### src/rtl/fpgalink_chan_bridge.sv
// Channel bridge behind the FX2 comm block: one channel feeds an RX/TX byte FIFO pair,
// a window of channels maps to a register file. Optional status channel 127 via FPGALINK_BRIDGE_STATUS_EN.
module fpgalink_chan_bridge #(
    parameter int FIFO_CHAN  = 0,
    parameter int DEPTH_LOG2 = 4,
    parameter int REG_BASE   = 1,
    parameter int NREGS      = 8
) (
    input  logic                  clk_in,
    input  logic                  reset_in,
    input  logic [6:0]            chanAddr_in,
    input  logic [7:0]            h2fData_in,
    input  logic                  h2fValid_in,
    output logic                  h2fReady_out,
    output logic [7:0]            f2hData_out,
    output logic                  f2hValid_out,
    input  logic                  f2hReady_in,
    output logic [7:0]            rx_data,
    output logic                  rx_valid,
    input  logic                  rx_ready,
    input  logic [7:0]            tx_data,
    input  logic                  tx_valid,
    output logic                  tx_ready,
    output logic [8*NREGS-1:0]    regs_out,
    output logic [DEPTH_LOG2:0]   rx_count,
    output logic [DEPTH_LOG2:0]   tx_count
);
    localparam int DEPTH = 1 << DEPTH_LOG2;
    localparam logic [DEPTH_LOG2:0]   FULL_CNT  = (DEPTH_LOG2 + 1)'(DEPTH);
    localparam logic [DEPTH_LOG2:0]   CNT_ONE   = (DEPTH_LOG2 + 1)'(1);
    localparam logic [DEPTH_LOG2-1:0] PTR_ONE   = DEPTH_LOG2'(1);
    localparam logic [7:0]            REG_LO    = 8'(REG_BASE);
    localparam logic [7:0]            REG_HI    = 8'(REG_BASE + NREGS);
    localparam logic [6:0]            FIFO_ADDR = 7'(FIFO_CHAN);

    logic [7:0] addrExt;
    logic [7:0] regIdx;
    logic       isFifo;
    logic       isReg;
    logic       isStat;

    assign addrExt = {1'b0, chanAddr_in};
    assign regIdx  = addrExt - REG_LO;
    assign isFifo  = (chanAddr_in == FIFO_ADDR);
    assign isReg   = (addrExt >= REG_LO) && (addrExt < REG_HI);

    logic rxFlush;
    logic txFlush;

`ifdef FPGALINK_BRIDGE_STATUS_EN
    assign isStat  = (chanAddr_in == 7'd127);
    assign rxFlush = isStat && h2fValid_in && h2fData_in[0];
    assign txFlush = isStat && h2fValid_in && h2fData_in[1];
`else
    assign isStat  = 1'b0;
    assign rxFlush = 1'b0;
    assign txFlush = 1'b0;
`endif

    logic [7:0]            rxMem [DEPTH];
    logic [DEPTH_LOG2-1:0] rxWr;
    logic [DEPTH_LOG2-1:0] rxRd;
    logic [DEPTH_LOG2:0]   rxCnt;
    logic                  rxFull;
    logic                  rxEmpty;
    logic                  rxPush;
    logic                  rxPop;

    logic [7:0]            txMem [DEPTH];
    logic [DEPTH_LOG2-1:0] txWr;
    logic [DEPTH_LOG2-1:0] txRd;
    logic [DEPTH_LOG2:0]   txCnt;
    logic                  txFull;
    logic                  txEmpty;
    logic                  txPush;
    logic                  txPop;
    logic [7:0]            txHead;

    assign rxFull  = (rxCnt == FULL_CNT);
    assign rxEmpty = (rxCnt == '0);
    assign txFull  = (txCnt == FULL_CNT);
    assign txEmpty = (txCnt == '0);

    // Handshakes are gated by full/empty, so illegal pushes and pops never reach the FIFOs.
    assign rxPush = isFifo && h2fValid_in && !rxFull;
    assign rxPop  = !rxEmpty && rx_ready;
    assign txPush = tx_valid && !txFull;
    assign txPop  = isFifo && !txEmpty && f2hReady_in;

    assign rx_data  = rxMem[rxRd];
    assign rx_valid = !rxEmpty;
    assign rx_count = rxCnt;
    assign txHead   = txMem[txRd];
    assign tx_ready = !txFull;
    assign tx_count = txCnt;

    always_ff @(posedge clk_in) begin
        if (rxPush) rxMem[rxWr] <= h2fData_in;
        if (txPush) txMem[txWr] <= tx_data;
    end

    always_ff @(posedge clk_in or posedge reset_in) begin
        if (reset_in) begin
            rxWr  <= '0;
            rxRd  <= '0;
            rxCnt <= '0;
        end else if (rxFlush) begin
            rxWr  <= '0;
            rxRd  <= '0;
            rxCnt <= '0;
        end else begin
            if (rxPush) rxWr <= rxWr + PTR_ONE;
            if (rxPop)  rxRd <= rxRd + PTR_ONE;
            case ({rxPush, rxPop})
                2'b10:   rxCnt <= rxCnt + CNT_ONE;
                2'b01:   rxCnt <= rxCnt - CNT_ONE;
                default: rxCnt <= rxCnt;
            endcase
        end
    end

    always_ff @(posedge clk_in or posedge reset_in) begin
        if (reset_in) begin
            txWr  <= '0;
            txRd  <= '0;
            txCnt <= '0;
        end else if (txFlush) begin
            txWr  <= '0;
            txRd  <= '0;
            txCnt <= '0;
        end else begin
            if (txPush) txWr <= txWr + PTR_ONE;
            if (txPop)  txRd <= txRd + PTR_ONE;
            case ({txPush, txPop})
                2'b10:   txCnt <= txCnt + CNT_ONE;
                2'b01:   txCnt <= txCnt - CNT_ONE;
                default: txCnt <= txCnt;
            endcase
        end
    end

    logic [8*NREGS-1:0] regsQ;
    logic [7:0]         regRead;
    logic [7:0]         statusByte;

    // Register file is cleared on reset so the application sees a known configuration.
    always_ff @(posedge clk_in or posedge reset_in) begin
        if (reset_in) begin
            regsQ <= '0;
        end else if (isReg && h2fValid_in) begin
            for (int k = 0; k < NREGS; k++)
                if (regIdx == 8'(k)) regsQ[8*k +: 8] <= h2fData_in;
        end
    end

    always_comb begin
        regRead = 8'h00;
        for (int k = 0; k < NREGS; k++)
            if (regIdx == 8'(k)) regRead = regsQ[8*k +: 8];
    end

    assign regs_out   = regsQ;
    assign statusByte = {rxFull, rxEmpty, txFull, txEmpty, 4'b0000};

    always_comb begin
        h2fReady_out = 1'b1;
        if (isFifo) h2fReady_out = !rxFull;
    end

    always_comb begin
        f2hValid_out = 1'b1;
        f2hData_out  = 8'h00;
        if (isFifo) begin
            f2hValid_out = !txEmpty;
            f2hData_out  = txHead;
        end else if (isReg) begin
            f2hData_out  = regRead;
        end else if (isStat) begin
            f2hData_out  = statusByte;
        end
    end
endmodule

### config.mk
export PLATFORM = sky130hd
export DESIGN_NAME = fpgalink_chan_bridge
export DESIGN_NICKNAME = d
export VERILOG_FILES = /design/src/rtl/fpgalink_chan_bridge.sv
export SDC_FILE = /design/constraint.sdc
export NUM_CORES = 1
export LEC_CHECK = 0
export ABC_AREA = 0
export CORE_ASPECT_RATIO = 1.75
export CORE_MARGIN = 4
export CORE_UTILIZATION = 52
export CTS_CLUSTER_SIZE = 24
export DETAILED_ROUTE_END_ITERATION = 10
export GPL_ROUTABILITY_DRIVEN = 0
export GPL_TIMING_DRIVEN = 0
export PLACE_DENSITY = 0.76
export SKIP_CTS_REPAIR_TIMING = 1
export SLEW_MARGIN = 25
export SYNTH_ARGS = -nofsm -noshare
export SYNTH_HDL_FRONTEND = slang
export SYNTH_SLANG_ARGS = --single-unit
### constraint.sdc
create_clock -name clk_in -period 2.5 [get_ports clk_in]
set_input_delay 0.375 -clock clk_in [delete_from_list [all_inputs] [get_ports clk_in]]
set_output_delay 0.375 -clock clk_in [all_outputs]
set_load 0.05 [all_outputs]
==> impl_metrics.csv, run 1 <==
group,metric,value,unit
yosys,synth_compound_area_share,3.33,%
critical_path,cp_data_arrival_time,3.09,ns
yosys,synthSimpleGateAreaFrac,5.09,%
clock_tree,cts_max_path_buffers,3,
finish,final_layout_size_suffix_gt1_share,32.3,%
timing,post-route-period-util,139,%
detailed_routing,route.vias.total,8146,
floorplanning,row_count,80,
yosys,synth_fa_ha_area_share,1.82,%
finish,fillers,1922,
yosys,synth_edf_count,256,
yosys,post-synth-top-area-cell,"edfxtp_1",
clock_tree,cts_buffers,29,
pwr,vdd_ir_drop_max,0.000871,V
detailed_routing,dr.pass1.iters,5,
floorplanning,pin_count,123,
critical_path,rr_startpoint,"rx_count[0]$_DFFE_PP0P_",
yosys,yosysWarnings,0,
yosys,synth_xor_area_share,1.20,%
yosys,syn_area,14600,um2
detailed_routing,antenna_left,0,
yosys,synthCells,828,
placement,io_buffers,118,
timing,slew_violations,0,
timing,rsz0062_at_grt,"yes",
pwr,power-per-cell-area,934,nW/um2
yosys,yosysSeqAreaShare,68.3,%
critical_path,timing.rr.end,"rx_count[4]$_DFFE_PP0P_",
finish,finalNetCount,1052,
finish,multiInputGateArea,4680,um2
finish,design_area,17900,um2
yosys,synth_top_area_share,52.8,%
timing,period_needed,3.46,ns
job,drv_cap,0,
critical_path,cp_max_fo,7,
critical_path,path_class,"flop to output pin",
yosys,async_reset_ff_share,26.0,%
critical_path,reg2regPathDepth,13,
worst_hold_path,hp-class,"primary input to async pin",
floorplanning,start_util,53.1,%
pwr,total_power,0.0167,W
timing,slew_headroom,31.8,%
clock_tree,path_clk_slew,0.08,ns
global_routing,grt_pass1_wl,52.4,mm
critical_path,r2r_slack,-0.07,ns
global_routing,grt_usage,22.8,%
critical_path,required,2.12,ns
timing,setup_viol,18,
timing,worstMarginPinSlew,1.02,ns
floorplanning,design.core.area,27400,um2
timing,max_freq,0.289,GHz
pwr,power_leakage,6.41,nW
timing,final_hold_viol_count,0,
detailed_routing,viasPerCell,5.84,
detailed_routing,dr.first_iter.drc_count,654,
placement,placed_area,16500,um2
placement,dp_hpwl,24.8,mm
clock_tree,cts_tree,"built",
clock_tree,cts.sink_count,346,
floorplanning,die_h,229,um
clock_tree,clock_latency,0.57,ns
yosys,synth_ff_type,"edfxtp_1",
yosys,synth_top_family_by_area,"multiplexers",
critical_path,worstSetupStartpoint,"txRd[0]$_DFFE_PP0P_",
yosys,ys_seq_elements,346,
floorplanning,die-width,134,um
yosys,synth_nets,877,
timing,layout_setup_ws,-0.964,ns
detailed_routing,finalWirelength,35.2,mm
global_routing,grt_antenna_before_repair,1,
detailed_routing,drc,0,
timing,fin_skew,0.0209,ns
yosys,synth_common_cells,"edfxtp_1, dfrtp_1, mux2_2",
critical_path,worstSetupEndpointType,"output pin",
yosys,syn_avg_cell_area,17.6,um2
finish,seqCellArea,9950,um2
clock_tree,cts_root_buffer,"clkbuf_16",
global_routing,grt_max_degree,34,
clock_tree,ctsHtreeMaxLevel,1,
critical_path,worst_setup_path_start_kind,"flop",
status,status,"complete, but fails checks",
critical_path,cp-endpoint,"f2hData_out[1]",
global_routing,grt-ovfl-total,0,
floorplanning,dieArea,30800,um2
finish,syn_to_final_growth,22.9,%
yosys,yosysMostFrequentCell,"edfxtp_1",
yosys,synth.mux.area_fraction,18.4,%
global_routing,grt_pass1_vias,8525,
yosys,yosys-top-cells-area,"edfxtp_1, dfrtp_1, mux4_2, mux2_2, mux4_1",
yosys,synth_cell_types,51,
detailed_routing,avgRoutedWirePerCell,25.2,um
status,violations,"setup timing",
==> routing by layer <==
| metal | up-vias | track usage (%) | wire [um] |
|---|---|---|---|
| met3 | 84 | 3.58 | 1820 |
| met1 | 4165 | 25.4 | 12000 |
| li1 | 3593 | - | - |
| met4 | 0 | 10.5 | 1590 |
| met5 | - | 0 | 0 |
| met2 | 304 | 42.3 | 19800 |
==> cells in the final DEF (no fill, tap or decap), types with 10 or more instances in the layout <==
master,synthesis,layout
edfxtp_1,256,256
clkdlybuf4s50_1,0,91
dfrtp_1,90,79
mux2_2,75,71
mux4_2,59,63
nand2_1,40,37
clkbuf_16,0,30
buf_4,1,28
nor2_1,36,27
clkbuf_1,24,21
o21ai_0,24,20
buf_6,1,20
mux2i_1,17,13
xnor2_1,12,12
o211ai_1,12,12
ha_1,18,12
inv_1,16,11
dfrtp_2,0,11
buf_2,12,10
==> worst min-delay path by stage <==
| stage | from | end | slack [ns] | cells past startpoint |
|---|---|---|---|---|
| final | reset_in | regs_out[60]$_DFFE_PP0P_ | 0.09 | 2 |
| after global routing | reset_in | regs_out[53]$_DFFE_PP0P_ | 0.09 | 2 |
| after CTS | reset_in | regs_out[53]$_DFFE_PP0P_ | 0.08 | 2 |
| after detailed placement | regs_out[31]$_DFFE_PP0P_ | regs_out[31]$_DFFE_PP0P_ | 0.52 | 1 |
| after global placement | regs_out[31]$_DFFE_PP0P_ | regs_out[31]$_DFFE_PP0P_ | 0.51 | 1 |
| after floorplan | h2fData_in[0] | rxMem[0][0]$_DFFE_PP_ | 0.47 | 0 |
==> critical path, cell delays in order, from the launching register on <==
cell       delay (ns)
dfrtp_1          0.42
buf_6            0.19
clkbuf_16        0.16
mux4_2           0.50
mux2_4           0.27
a222oi_1         0.44
o22ai_1          0.16
a21o_1           0.22
buf_6            0.17
==> where the power goes <==
group | switching [W] | internal, W | leakage (nW) | total (W)
Clock | 0.00201 | 0.00249 | 0.451 | 0.00450
Sequential | 0.000389 | 0.00666 | 3.48 | 0.00705
Combinational | 0.00287 | 0.00229 | 2.48 | 0.00516
Total | 0.00527 | 0.0114 | 6.41 | 0.0167
==> cell type report <==
class                           count  share of cell area [%]
Antenna cell                        1                  0.0140
Sequential cell                   346                    55.6
Clock buffer                       39                    4.32
Tap cell                          369                    2.58
Timing Repair Buffer              150                    8.39
Buffer                             39                    1.55
Inverter                           16                   0.413
Clock inverter                     15                   0.888
Multi-Input combinational cell    421                    26.2
==> kinds of logic after synthesis <==
kind of cell             Yosys count
AO/OA/AOI/OAI                     74
flip-flops                       346
XOR/XNOR                          20
buffers and inverters             61
adder cells (fa/ha/maj)           20
AND/OR/NAND/NOR                  143
multiplexers                     164
==> sequential cells by signal (all words and copies together) (netlist names) <==
register	cells
regs_out	64
rxMem	128
rxRd	4
rxWr	4
rx_count	5
txMem	128
txRd	4
txWr	4
tx_count	5
==> through the flow <==
step	cells	hold slack, ns	setup TNS (ns)	utilization [%]	setup WS [ns]
6_report	1396	0.0910	-10.33	65.2	-0.964
5_1_grt	1396	0.0930	-11.91	65.2	-1.03
4_1_cts	1372	0.0827	-79.13	63.4	-1.92
3_5_place_dp	1318	0.519	-167.18	60.0	-1.36
3_3_place_gp	1315	0.510	-162.20	59.7	-1.34
2_1_floorplan	828	0.474	-0.341	-	-0.213
Note: power is estimated with default switching activity, not from simulation.
==> inputs of run 2 (changes only) <==
- CORE_MARGIN: 4 -> 10
==> run 2 against run 1 <==
Clock power rose by 5.8%. The run still ends with setup timing left. Wire length increased by 2.9%. Setup slack better by 0.021 ns. Non-clock buffer count increased by 14. Hold slack lost 0.019 ns. Fmax up 0.60%.
==> impl_metrics.csv, run 2 (same netlist as run 1, synthesis figures left out) <==
group,metric,value,unit
detailed_routing,viasPerCell,5.80,
timing,setup_viol,18,
clock_tree,cts_root_buffer,"clkbuf_16",
timing,worstMarginPinSlew,0.997,ns
placement,dp_hpwl,25.5,mm
global_routing,grt_max_degree,30,
finish,finalNetCount,1067,
detailed_routing,dr.pass1.iters,5,
finish,seqCellArea,9960,um2
finish,n_antenna_cell,0,
finish,final_layout_size_suffix_gt1_share,34.0,%
clock_tree,cts_buffers,30,
pwr,vdd_ir_drop_max,0.000773,V
clock_tree,clock_latency,0.57,ns
timing,slew_violations,0,
clock_tree,cts_max_path_buffers,3,
detailed_routing,dr.first_iter.drc_count,545,
status,status,"complete, but fails checks",
global_routing,grt_usage,19.8,%
timing,fin_skew,0.0151,ns
floorplanning,die_h,241,um
global_routing,grt_pass1_wl,52.6,mm
placement,io_buffers,118,
finish,fillers,1964,
floorplanning,dieArea,35400,um2
global_routing,grt_pass1_vias,8466,
detailed_routing,route.vias.total,8203,
finish,design_area,18200,um2
clock_tree,cts.sink_count,346,
critical_path,required,2.12,ns
global_routing,grt_antenna_before_repair,0,
timing,layout_setup_ws,-0.943,ns
timing,hold_slack,0.0721,ns
critical_path,worst_setup_path_start_kind,"flop",
timing,period_needed,3.44,ns
timing,rsz0062_at_grt,"yes",
placement,pre_cts_ws,-1.37,ns
critical_path,path_class,"flop to output pin",
floorplanning,row_count,81,
timing,max_freq,0.290,GHz
critical_path,cp_max_fo,7,
floorplanning,start_util,52.4,%
floorplanning,pin_count,123,
timing,setup-tns-final,-10.59,ns
clock_tree,ctsHtreeMaxLevel,1,
floorplanning,design.core.area,27800,um2
critical_path,worstSetupEndpointType,"output pin",
pwr,power_leakage,6.51,nW
finish,final_common_cell,"edfxtp_1",
detailed_routing,avgRoutedWirePerCell,25.6,um
finish,multiInputGateArea,4690,um2
critical_path,cp_data_arrival_time,3.07,ns
global_routing,grt-ovfl-total,0,
placement,placed_area,16500,um2
timing,slew_headroom,33.3,%
clock_tree,path_clk_slew,0.07,ns
status,violations,"setup timing",
detailed_routing,antenna_left,0,
finish,syn_to_final_growth,24.7,%
worst_hold_path,hp-class,"primary input to async pin",
floorplanning,die-width,146,um
clock_tree,cts_tree,"built",
detailed_routing,finalWirelength,36.2,mm
detailed_routing,drc,0,
pwr,power-per-cell-area,941,nW/um2
timing,post-route-period-util,138,%
timing,final_hold_viol_count,0,
job,drv_cap,0,
finish,layout_common_cells,"edfxtp_1, clkdlybuf4s50_1, dfrtp_1",
## run 2: cell types whose count changed in the layout (fill, tap and decap cells not counted), moves of 3 or more
cell	delta
buf_12	+4
buf_4	+4
clkbuf_1	-4
clkbuf_16	+4
clkbuf_2	+3
nor2_1	-3
nor2_2	+3
## run 2: per-layer routing
layer,routed length (um),vias to the layer above,global-route usage (%)
met2,20400,280,36.7
met3,1880,84,3.55
li1,-,3637,-
met1,12300,4202,21.1
met4,1650,0,10.1
met5,0,-,0
## run 2: path summary, 6_finish.rpt
path,end,start,slack [ns],cells past startpoint
worst min-delay path,regs_out[19]$_DFFE_PP0P_,reset_in,0.07,2
min in group clk_in,rxMem[11][5]$_DFFE_PP_,h2fData_in[5],0.33,1
max in group asynchronous,rxRd[0]$_DFFE_PP0P_,reset_in,1.51,5
worst max register to register,rx_count[4]$_DFFE_PP0P_,rx_count[0]$_DFFE_PP0P_,-0.06,13
worst max-delay path,f2hData_out[2],txRd[0]$_DFFE_PP0P_,-0.94,8
worst min register to register,regs_out[3]$_DFFE_PP0P_,regs_out[3]$_DFFE_PP0P_,0.55,1
## run 2: report_power, final
part           internal (W)  switching (W)
sequential          0.00666       0.000380
clock               0.00269        0.00207
combinational       0.00238        0.00290
## run 2: stage by stage
| step | power (W) | util, % | cells |
|---|---|---|---|
| global route | 0.0177 | 65.4 | 1415 |
| global placement | 0.0116 | 59.0 | 1319 |
| floorplan | 0.0103 | - | 828 |
| detailed placement | 0.0118 | 59.3 | 1322 |
| CTS | 0.0165 | 62.9 | 1378 |
| finish | 0.0171 | 65.4 | 1415 |
## run 2: layout make-up
| cell class | instances | area share [%] |
|---|---|---|
| Sequential cell | 346 | 54.8 |
| Multi-Input combinational cell | 421 | 25.8 |
| Timing Repair Buffer | 163 | 9.17 |
| Clock buffer | 35 | 4.36 |
| Tap cell | 373 | 2.57 |
| Buffer | 40 | 1.60 |
| Clock inverter | 21 | 1.22 |
| Inverter | 16 | 0.407 |
## run 2: critical path: stages, from the launching register on
cell and delay (ns):
dfrtp_1 0.45, buf_6 0.18, buf_12 0.13, mux4_1 0.57
mux2_2 0.29, a222oi_1 0.35, o22ai_1 0.13, a21o_1 0.20
buf_4 0.20
==> inputs of run 3 (changes only) <==
- CTS_BUF_LIST: not set -> sky130_fd_sc_hd__clkbuf_16
==> run 3 against run 2 <==
The flow still finishes with violations (setup timing). Final cell count unchanged. Highest routed layer unchanged. Largest power group unchanged. Flip-flop and latch count unchanged. Combinational power hardly changed. Hold slack about the same. Cell area did not move. Wire length about the same.
==> impl_metrics.csv, run 3 (same netlist as run 1, synthesis figures left out) <==
group,metric,value,unit
finish,fillers,1964,
detailed_routing,avgRoutedWirePerCell,25.6,um
clock_tree,cts.sink_count,346,
finish,n_antenna_cell,0,
finish,final_layout_size_suffix_gt1_share,34.0,%
critical_path,path_class,"flop to output pin",
floorplanning,dieArea,35400,um2
detailed_routing,dr.pass1.iters,5,
finish,syn_to_final_growth,24.7,%
finish,finalNetCount,1067,
critical_path,worstSetupStartpoint,"txRd[0]$_DFFE_PP0P_",
clock_tree,path_clk_slew,0.07,ns
critical_path,required,2.12,ns
timing,fin_skew,0.0153,ns
floorplanning,die_h,241,um
clock_tree,cts_buffers,30,
pwr,vdd_ir_drop_max,0.000773,V
detailed_routing,drc,0,
job,drv_cap,0,
timing,worstMarginPinSlew,0.999,ns
critical_path,cp_data_arrival_time,3.07,ns
detailed_routing,route.vias.total,8204,
timing,final_hold_viol_count,0,
global_routing,grt-ovfl-total,0,
clock_tree,clock_latency,0.57,ns
floorplanning,design.core.area,27800,um2
finish,stdcell_count,1415,
floorplanning,start_util,52.4,%
timing,setup_viol,18,
clock_tree,cts_root_buffer,"clkbuf_16",
clock_tree,cts_max_path_buffers,3,
critical_path,rr_startpoint,"rx_count[0]$_DFFE_PP0P_",
global_routing,grt_pass1_wl,52.6,mm
global_routing,grt_usage,19.8,%
floorplanning,row_count,81,
timing,slew_violations,0,
timing,slew_headroom,33.2,%
placement,dp.cells,1322,
timing,period_needed,3.44,ns
floorplanning,die-width,146,um
timing,layout_setup_ws,-0.944,ns
timing,max_freq,0.290,GHz
placement,io_buffers,118,
global_routing,grt_pass1_vias,8466,
detailed_routing,viasPerCell,5.80,
status,status,"complete, but fails checks",
detailed_routing,dr.first_iter.drc_count,545,
timing,post-route-period-util,138,%
pwr,total_power,0.0171,W
pwr,power-per-cell-area,940,nW/um2
placement,dp_hpwl,25.5,mm
placement,pre_cts_ws,-1.37,ns
detailed_routing,antenna_left,0,
global_routing,grt_max_degree,30,
timing,rsz0062_at_grt,"yes",
critical_path,cp_max_fo,7,
global_routing,grt_antenna_before_repair,0,
worst_hold_path,hp-class,"primary input to async pin",
floorplanning,pin_count,123,
status,violations,"setup timing",
pwr,power_leakage,6.53,nW
finish,layout_common_cells,"edfxtp_1, clkdlybuf4s50_1, dfrtp_1",
clock_tree,cts_tree,"built",
timing,setup-tns-final,-10.60,ns
critical_path,worstSetupEndpointType,"output pin",
detailed_routing,finalWirelength,36.2,mm
clock_tree,ctsHtreeMaxLevel,1,
finish,final_common_cell,"edfxtp_1",
critical_path,worst_setup_path_start_kind,"flop",
==> run 3: through the flow <==
| step | area, um2 | hold WS, ns | util [%] |
|---|---|---|---|
| after global routing | 18200 | 0.0828 | 65.4 |
| after global placement | 16400 | 0.514 | 59.0 |
| final | 18200 | 0.0719 | 65.4 |
| after floorplan | 14700 | 0.474 | - |
| after detailed placement | 16500 | 0.522 | 59.3 |
| after CTS | 17500 | 0.0618 | 62.9 |
==> run 3: path summary, 6_finish.rpt <==
check / endpoint / slack (ns) / cells after the start
max: f2hData_out[2] / -0.94 / 8
min: regs_out[19]$_DFFE_PP0P_ / 0.07 / 2
max reg2reg: rx_count[4]$_DFFE_PP0P_ / -0.06 / 13
min reg2reg: regs_out[3]$_DFFE_PP0P_ / 0.55 / 1
max in group asynchronous: rxRd[0]$_DFFE_PP0P_ / 1.51 / 5
min in group clk_in: rxMem[11][5]$_DFFE_PP_ / 0.33 / 1
==> run 3: metal layers <==
metal	global-route usage, %	up-vias	wire length (um)	part of all wire [%]
li1	-	3637	-	-
met1	21.1	4198	12300	34
met2	36.7	283	20400	56
met3	3.55	86	1880	5.2
met4	10.1	0	1660	4.6
met5	0	-	0	0
==> run 3: report_power, final <==
group	leakage (nW)	switching (W)	internal, W
clock network	0.499	0.00207	0.00267
registers	3.48	0.000380	0.00666
logic	2.55	0.00290	0.00238
==> run 3: worst max-delay path, stage by stage (launching register included) <==
cell	delay (ns)
dfrtp_1	0.45
buf_6	0.18
buf_12	0.13
mux4_1	0.57
mux2_2	0.29
a222oi_1	0.35
o22ai_1	0.13
a21o_1	0.20
buf_4	0.20
==> run 3: final cells by class <==
type	count	area, um2	area share, %
plain buffers	40	290	1.60
clock inverters	25	236	1.30
repair buffers	163	1660	9.17
inverters	16	73.8	0.407
flip-flops and latches	346	9960	54.8
well taps	373	467	2.57
multi-input cells	421	4690	25.8
clock buffers	31	776	4.27
